<file path="src/rtl/fifo_rd_arbiter.sv">
// Read-side round-robin scheduler for several async FIFOs sharing one read clock.
// Pops the granted FIFO in bursts and forwards the words to a registered valid/ready output.
module fifo_rd_arbiter #(
  parameter int NUM_CH = 4,
  parameter int DSIZE  = 8,
  parameter int BURST  = 4
) (
  input  logic                        rclk,
  input  logic                        rrst,
  input  logic [NUM_CH-1:0]           ch_en,
  input  logic [NUM_CH-1:0]           ch_rempty,
  input  logic [NUM_CH*DSIZE-1:0]     ch_rdata,
  output logic [NUM_CH-1:0]           ch_rinc,
  output logic                        out_valid,
  output logic [DSIZE-1:0]            out_data,
  output logic [$clog2(NUM_CH)-1:0]   out_ch,
  input  logic                        out_ready,
  output logic [$clog2(NUM_CH)-1:0]   grant_ch,
  output logic                        busy
);

  localparam int CW  = $clog2(NUM_CH);
  localparam int BCW = $clog2(BURST + 1);

  typedef enum logic {S_IDLE, S_GRANT} state_t;

  state_t            r_state;
  state_t            w_nextState;
  logic [CW-1:0]     r_rrLast;
  logic [CW-1:0]     r_grantCh;
  logic [BCW-1:0]    r_burstCnt;
  logic              r_outValid;
  logic [DSIZE-1:0]  r_outData;
  logic [CW-1:0]     r_outCh;

  logic [NUM_CH-1:0] w_req;
  logic              w_load;
  logic              w_pop;
  logic              w_release;
  logic              w_any;
  logic [CW-1:0]     w_winner;
  logic [DSIZE-1:0]  w_grantData;

  assign w_req       = ch_en & ~ch_rempty;
  assign w_load      = ~r_outValid | out_ready;
  assign w_grantData = ch_rdata[int'(r_grantCh)*DSIZE +: DSIZE];
  assign w_pop       = (r_state == S_GRANT) & w_req[r_grantCh] & w_load;
  // A drained or disabled channel gives up its grant without popping.
  assign w_release   = (r_state == S_GRANT) &
                       (~w_req[r_grantCh] | (w_pop & (r_burstCnt == BCW'(BURST - 1))));

  // Scan downward so the last hit is the channel closest after r_rrLast.
  always_comb begin
    w_any    = 1'b0;
    w_winner = '0;
    for (int k = NUM_CH; k >= 1; k--) begin
      if (w_req[(int'(r_rrLast) + k) % NUM_CH]) begin
        w_any    = 1'b1;
        w_winner = CW'((int'(r_rrLast) + k) % NUM_CH);
      end
    end
  end

  always_ff @(posedge rclk or posedge rrst) begin
    if (rrst) r_state <= S_IDLE;
    else      r_state <= w_nextState;
  end

  always_comb begin
    w_nextState = r_state;
    case (r_state)
      S_IDLE:  if (w_any)     w_nextState = S_GRANT;
      S_GRANT: if (w_release) w_nextState = S_IDLE;
      default:                w_nextState = S_IDLE;
    endcase
  end

  always_comb begin
    ch_rinc = '0;
    busy    = (r_state == S_GRANT);
    if (!rrst && w_pop) ch_rinc[r_grantCh] = 1'b1;
  end

  always_ff @(posedge rclk or posedge rrst) begin
    if (rrst) begin
      r_rrLast   <= CW'(NUM_CH - 1);
      r_grantCh  <= '0;
      r_burstCnt <= '0;
      r_outValid <= 1'b0;
      r_outData  <= '0;
      r_outCh    <= '0;
    end else begin
      if (r_state == S_IDLE && w_any) begin
        r_grantCh  <= w_winner;
        r_burstCnt <= '0;
      end
      if (w_pop) begin
        r_outData  <= w_grantData;
        r_outCh    <= r_grantCh;
        r_outValid <= 1'b1;
        r_burstCnt <= r_burstCnt + BCW'(1);
      end else if (r_outValid && out_ready) begin
        r_outValid <= 1'b0;
      end
      // Clearing here keeps the counter below BURST after the final pop.
      if (w_release) begin
        r_rrLast   <= r_grantCh;
        r_burstCnt <= '0;
      end
    end
  end

  assign out_valid = r_outValid;
  assign out_data  = r_outData;
  assign out_ch    = r_outCh;
  assign grant_ch  = r_grantCh;

endmodule

</file>
<file path="config.mk">
export PLATFORM = sky130hd
export DESIGN_NAME = fifo_rd_arbiter
export DESIGN_NICKNAME = d
export VERILOG_FILES = /design/src/rtl/fifo_rd_arbiter.sv
export SDC_FILE = /design/constraint.sdc
export NUM_CORES = 1
export LEC_CHECK = 0
export BUFFER_PORTS_ARGS = -buffer_cell sky130_fd_sc_hd__buf_2
export CAP_MARGIN = 5
export CORE_MARGIN = 2
export CORE_UTILIZATION = 41
export DETAILED_ROUTE_END_ITERATION = 12
export PLACE_DENSITY = 0.8
export SLEW_MARGIN = 15
export SYNTH_ARGS = -nofsm -noshare
export SYNTH_HDL_FRONTEND = slang
export SYNTH_SLANG_ARGS = --single-unit
</file>
<file path="constraint.sdc">
create_clock -name rclk -period 1.8 [get_ports rclk]
set_input_delay 0.27 -clock rclk [delete_from_list [all_inputs] [get_ports rclk]]
set_output_delay 0.27 -clock rclk [all_outputs]
set_load 0.1 [all_outputs]
</file>
==> flow_metrics.env, run 1 <==
export IMPL_clock_skew_ns=0.001250
export IMPL_antenna_left=0
export IMPL_post_route_period_util_pct=118.6
export IMPL_remaining_drc_errors=0
export IMPL_grt_pass1_vias=1175
export IMPL_tritoncts="built"
export IMPL_clock_sinks=19
export IMPL_swShare_pct=56.84
export IMPL_gp_congestion=0.7725
export IMPL_place_area_mm2=0.001675
export IMPL_clk_insertion_delay_late_ns=0.30
export IMPL_ys_warn_count=0
export IMPL_cp_slowest_cell="mux4_2"
export IMPL_ys_ff_latch=19
export IMPL_final_cells=204
export IMPL_syn_to_final_growth_pct=48.87
export IMPL_worst_path_buf_inv=1
export IMPL_synth_cells=101
export IMPL_ys_seq_area_share_pct=39.14
export IMPL_routedWlPerCell_um=17.85
export IMPL_worstPathCellList="mux4_2 -> and3_4 -> and4_2 -> buf_12"
export IMPL_reg2reg_depth=6
export IMPL_rsz0062_at_grt="true"
export IMPL_synth_area_mm2=0.001221
export IMPL_hold_path_class="input pin to asynchronous set/reset pin"
export IMPL_dr_first_iter_drc_count=69
export IMPL_utilization_pct=65.36
export IMPL_maxCapViolations=0
export IMPL_cp_max_fo=6
export IMPL_drive_gt1_share_pct=66.47
export IMPL_cts_root_buffer="clkbuf_4"
export IMPL_rows=19
export IMPL_required_ns=1.53
export IMPL_worstSetupPathType="flip-flop to output port"
export IMPL_outcome="complete, but fails checks"
export IMPL_layout_commonest_cell="buf_2"
export IMPL_wl_um=3641
export IMPL_comb_power_share_pct=71.9
export IMPL_most_common_layout_cells="buf_2 (55), dfrtp_1 (15), nand2_1 (11), mux2_4 (11), buf_4 (11)"
export IMPL_clk_pin_slew_ns=0.10
export IMPL_p_switching_w=0.001999
export IMPL_totalPowerFinal_w=0.003517
export IMPL_setup_ws_ns=-0.3355
export IMPL_cts_made_buffers=3
export IMPL_violations="negative setup slack"
export IMPL_setup_viol=16
export IMPL_start_util_pct=43.90
export IMPL_power_share_sequential_pct=22.0
export IMPL_ys_types=30
export IMPL_dp_hpwl_um=2649
export IMPL_grt_usage_pct=22.24
export IMPL_vias=1163
export IMPL_dieWidth_um=58.58
export IMPL_diodes=0
export IMPL_numPlacedInstances=196
export IMPL_slew_headroom_pct=67.27
export IMPL_drv_slew=0
export IMPL_final_hold_viol_count=0
export IMPL_port_buffers=60
export IMPL_htreeDepth=1
export IMPL_critPathMaxStageDelay_ns=0.52
export IMPL_grt_first_pass_wirelength_um=5644
export IMPL_ir_drop_v=0.001670
export IMPL_die_area_mm2=0.003431
export IMPL_vias_per_cell=5.701
export IMPL_clk_path_buf_depth=2
export IMPL_critPathTopFamily="multiplexers"
export IMPL_pin_count=61
export IMPL_cp_end_kind="output port"
export IMPL_grt_start_max_net_pins=20
export IMPL_final_nets=219
export IMPL_cp_num_cells=4
export IMPL_firstDrtPassIters=5
export IMPL_start_kind="flip-flop"
export IMPL_design_area_mm2=0.001818
export IMPL_antenna_found_initial=0
export IMPL_critical_path_arrival_ns=1.87
export IMPL_synth_avg_cell_area_um2=12.09
export IMPL_worst_pin_slew_ns=0.4944
export IMPL_core_area_mm2=0.002781
export IMPL_p_leak_nw=0.8741
export IMPL_gr_total_overflow=0
export IMPL_cellPowerDensity_mw_per_mm2=1934
export IMPL_clockPowerShare_pct=6.1
export IMPL_fmax_ghz=0.4683
export IMPL_timing_hold_ws_ns=0.06690
export IMPL_die_height_um=58.58
export IMPL_synth_net_count=146
export IMPL_p_int_w=0.001518
export IMPL_min_period_ns=2.136
==> sequential cells by signal, summed over array words and instances, names as in the netlist <==
register,count
out_data,8
r_burstCnt,3
grant_ch,2
out_ch,2
r_rrLast,2
busy,1
out_valid,1
==> cells in the mapped netlist <==
master    instances  area [µm²]
a211oi_1          1       7.510
a221o_1           1       10.01
and3_1            1       6.260
mux2_4            6       90.09
a41o_1            1       10.01
nand2b_1          5       31.28
dfrtp_1          17       425.4
o221ai_1          1       8.760
a21oi_1           3       15.01
dfstp_2           2       52.55
buf_6             3       33.78
o21a_1            1       7.510
nor3_1            1       5.000
ha_1              2       25.02
and2_0            1       6.260
mux4_2            9       202.7
inv_1             2       7.510
mux2_1            5       56.30
o21ai_0           6       30.03
nor2_1            2       7.510
mux2_2            3       33.78
nor4b_1           1       8.760
nand3_1           1       5.000
nand2_1          13       48.80
a21o_1            1       7.510
and4b_1           2       20.02
a22oi_1           1       7.510
nor2b_1           5       31.28
and4_1            1       8.760
clkbuf_1          3       11.26
==> routing by layer <==
metal / track usage [%] / wire length (µm) / vias to the layer above
li1: - / - / 524
met1: 25.86 / 1307 / 567
met3: 5.055 / 320 / 6
met2: 41.57 / 1984 / 66
met4: 4.870 / 28 / 0
met5: 0 / 0 / -
==> worst register-to-register path: stages (launching register included) <==
cell and delay, ns:
dfrtp_4 0.43, mux4_2 0.52, and3_4 0.19, buf_4 0.17, buf_8 0.14, mux2_4 0.30, a21oi_2 0.11
==> metrics by stage <==
step                setup TNS (ns)  setup slack (ns)
floorplan                   -7.525            -1.096
global placement            -1.691           -0.1736
detailed placement          -2.903           -0.2441
CTS                         -4.246           -0.3492
global route                -2.783           -0.3982
finish                      -1.977           -0.3355
==> power by group through the flow <==
stage / Clock [W] / Combinational, W / Sequential (W)
after CTS: 0.000229 / 0.00252 / 0.000770
final: 0.000215 / 0.00253 / 0.000774
after floorplan: 0 / 0.000767 / 0.00188
after detailed placement: 0 / 0.00230 / 0.000770
after global placement: 0 / 0.00224 / 0.000758
after global routing: 0.000244 / 0.00263 / 0.000801
==> logic make-up after synthesis <==
| group | synth area share (%) |
|---|---|
| fa+ha+maj | 2.049 |
| compound gates | 8.505 |
| mux | 31.35 |
| flops | 39.14 |
| simple gates | 14.65 |
| buf+inv | 4.303 |
==> layout make-up <==
type | instances | area, µm²
Sequential cell | 19 | 485.5
Multi-Input combinational cell | 74 | 759.5
Clock buffer | 3 | 22.52
Inverter | 2 | 7.507
Clock inverter | 1 | 5.005
Tap cell | 31 | 38.79
Fill cell | 209 | 963.4
Timing Repair Buffer | 74 | 499.2
==> repair_timing <==
item | in CTS | in global routing
resized for setup | 18 | 4
cloned | 1 | 0
hold buffers | 0 | 0
buffers inserted | 4 | 2
setup endpoints to repair | 17 | 20
pin swaps | 4 | 0
==> path summary, 6_finish.rpt <==
path	slack [ns]	start	endpoint
min reg2reg	0.52	out_data[7]	out_data[7]
max reg2reg	-0.12	grant_ch[0]	r_burstCnt[0]
min	0.07	rrst	out_ch[0]
min in group rclk	0.30	out_ready	out_valid
max in group asynchronous	1.47	rrst	r_rrLast[1]
max	-0.34	grant_ch[0]	ch_rinc[3]
(Power assumes the default switching activity.)
==> run 2: changes to the inputs <==
--- a/config.mk
+++ b/config.mk
@@ -10,7 +10,8 @@
 export CORE_MARGIN = 2
 export CORE_UTILIZATION = 41
 export DETAILED_ROUTE_END_ITERATION = 12
-export PLACE_DENSITY = 0.8
+export PLACE_DENSITY = 0.81
+export SKIP_CTS_REPAIR_TIMING = 1
 export SLEW_MARGIN = 15
 export SYNTH_ARGS = -nofsm -noshare
 export SYNTH_HDL_FRONTEND = slang
==> flow_metrics.env, run 2 (synthesis gave the netlist of run 1 again) <==
export IMPL_outcome="complete, but fails checks"
export IMPL_violations="negative setup slack"
export IMPL_die_area_mm2=0.003431
export IMPL_wl_um=3232
export IMPL_clk_path_buf_depth=2
export IMPL_cp_num_cells=4
export IMPL_drive_gt1_share_pct=62.50
export IMPL_core_area_mm2=0.002781
export IMPL_grt_start_max_net_pins=20
export IMPL_dieWidth_um=58.58
export IMPL_final_nets=214
export IMPL_dr_first_iter_drc_count=42
export IMPL_fill_cells=219
export IMPL_routedWlPerCell_um=16.24
export IMPL_start_kind="flip-flop"
export IMPL_setup_viol=14
export IMPL_worstPathCellList="mux4_2 -> and3_4 -> and4b_2 -> buf_12"
export IMPL_vias_per_cell=5.593
export IMPL_tritoncts="built"
export IMPL_cellPowerDensity_mw_per_mm2=1953
export IMPL_reg2reg_from="grant_ch[0]"
export IMPL_worst_pin_slew_ns=0.4885
export IMPL_tns_ns=-1.680
export IMPL_post_route_period_util_pct=118.8
export IMPL_cp_slowest_cell="mux4_2"
export IMPL_hold_path_class="input pin to asynchronous set/reset pin"
export IMPL_dp_hpwl_um=2441
export IMPL_rows=19
export IMPL_grt_usage_pct=18.55
export IMPL_cts_root_buffer="clkbuf_4"
export IMPL_rsz0062_at_grt="true"
export IMPL_pin_count=61
export IMPL_gr_total_overflow=0
export IMPL_critical_path_arrival_ns=1.87
export IMPL_reg2reg_depth=6
export IMPL_cp_end_kind="output port"
export IMPL_p_leak_nw=0.8374
export IMPL_required_ns=1.53
export IMPL_firstDrtPassIters=4
export IMPL_min_period_ns=2.138
export IMPL_startpoint="grant_ch[0]"
export IMPL_clock_sinks=19
export IMPL_maxCapViolations=0
export IMPL_start_util_pct=43.90
export IMPL_place_area_mm2=0.001660
export IMPL_cp_max_fo=5
export IMPL_worstSetupPathType="flip-flop to output port"
export IMPL_antenna_found_initial=0
export IMPL_syn_to_final_growth_pct=42.83
export IMPL_worst_path_buf_inv=1
export IMPL_grt_pass1_vias=1121
export IMPL_worst_r2r_setup_slack_ns=-0.11
export IMPL_clk_insertion_delay_late_ns=0.30
export IMPL_final_hold_viol_count=0
export IMPL_most_common_layout_cells="buf_2 (55), dfrtp_1 (15), nand2_1 (13), mux2_4 (11), mux4_2 (9)"
export IMPL_clock_skew_ns=0.006476
export IMPL_grt_first_pass_wirelength_um=4795
export IMPL_htreeDepth=1
export IMPL_antenna_left=0
export IMPL_ir_drop_v=0.001624
export IMPL_diodes=0
export IMPL_remaining_drc_errors=0
export IMPL_vias=1113
export IMPL_critPathMaxStageDelay_ns=0.51
export IMPL_gp_congestion=0.8464
export IMPL_drv_slew=0
export IMPL_pre_cts_ws_ns=-0.1824
export IMPL_r2r_end="r_burstCnt[2]"
export IMPL_cp_endpoint="ch_rinc[2]"
export IMPL_die_height_um=58.58
export IMPL_fmax_ghz=0.4678
export IMPL_setup_ws_ns=-0.3379
export IMPL_largest_reg_flops=8
export IMPL_cts_made_buffers=3
export IMPL_slew_headroom_pct=67.66
export IMPL_critPathTopFamily="multiplexers"
export IMPL_totalPowerFinal_w=0.003407
export IMPL_layout_commonest_cell="buf_2"
export IMPL_design_area_mm2=0.001744
export IMPL_clk_pin_slew_ns=0.11
export IMPL_port_buffers=60
run 2: worst min-delay path, delay by kind of cell:
kind / cells / cell delay [ns]
buf+inv: 3 / 0.48
run 2: worst min path at each step:
stage          from           to
3_5_place_dp   rrst  grant_ch[0]
2_1_floorplan  rrst         busy
3_3_place_gp   rrst  grant_ch[0]
4_1_cts        rrst  grant_ch[0]
6_report       rrst  grant_ch[0]
5_1_grt        rrst  grant_ch[1]
run 2: area by class of cell:
class	instances	area (µm²)	area share, %
Clock buffer	4	26.28	1.506
Inverter	2	7.507	0.4304
Multi-Input combinational cell	74	739.5	42.40
Sequential cell	19	485.5	27.83
Tap cell	31	38.79	2.224
Timing Repair Buffer	69	446.7	25.61
run 2: stage by stage:
step	cells	utilization, %	hold slack (ns)
finish	199	62.71	0.05915
CTS	198	60.64	0.07964
global route	199	62.71	0.07391
global placement	194	59.69	0.3785
detailed placement	194	59.69	0.4125
floorplan	101	-	0.2363
run 2: metal layers:
metal / share of wire, % / routed length [µm] / vias up / GRT usage (%)
met4: 1.8 / 59 / 0 / 7.792
li1: - / - / 517 / -
met5: 0 / 0 / - / 0
met1: 37 / 1199 / 525 / 22.27
met2: 53 / 1715 / 61 / 31.78
met3: 8.0 / 257 / 10 / 4.615
run 2: power breakdown:
part / leakage (nW) / internal, W / switching, W
clock network: 0.0150 / 0.0000865 / 0.000132
logic: 0.592 / 0.000738 / 0.00168
registers: 0.230 / 0.000641 / 0.000131
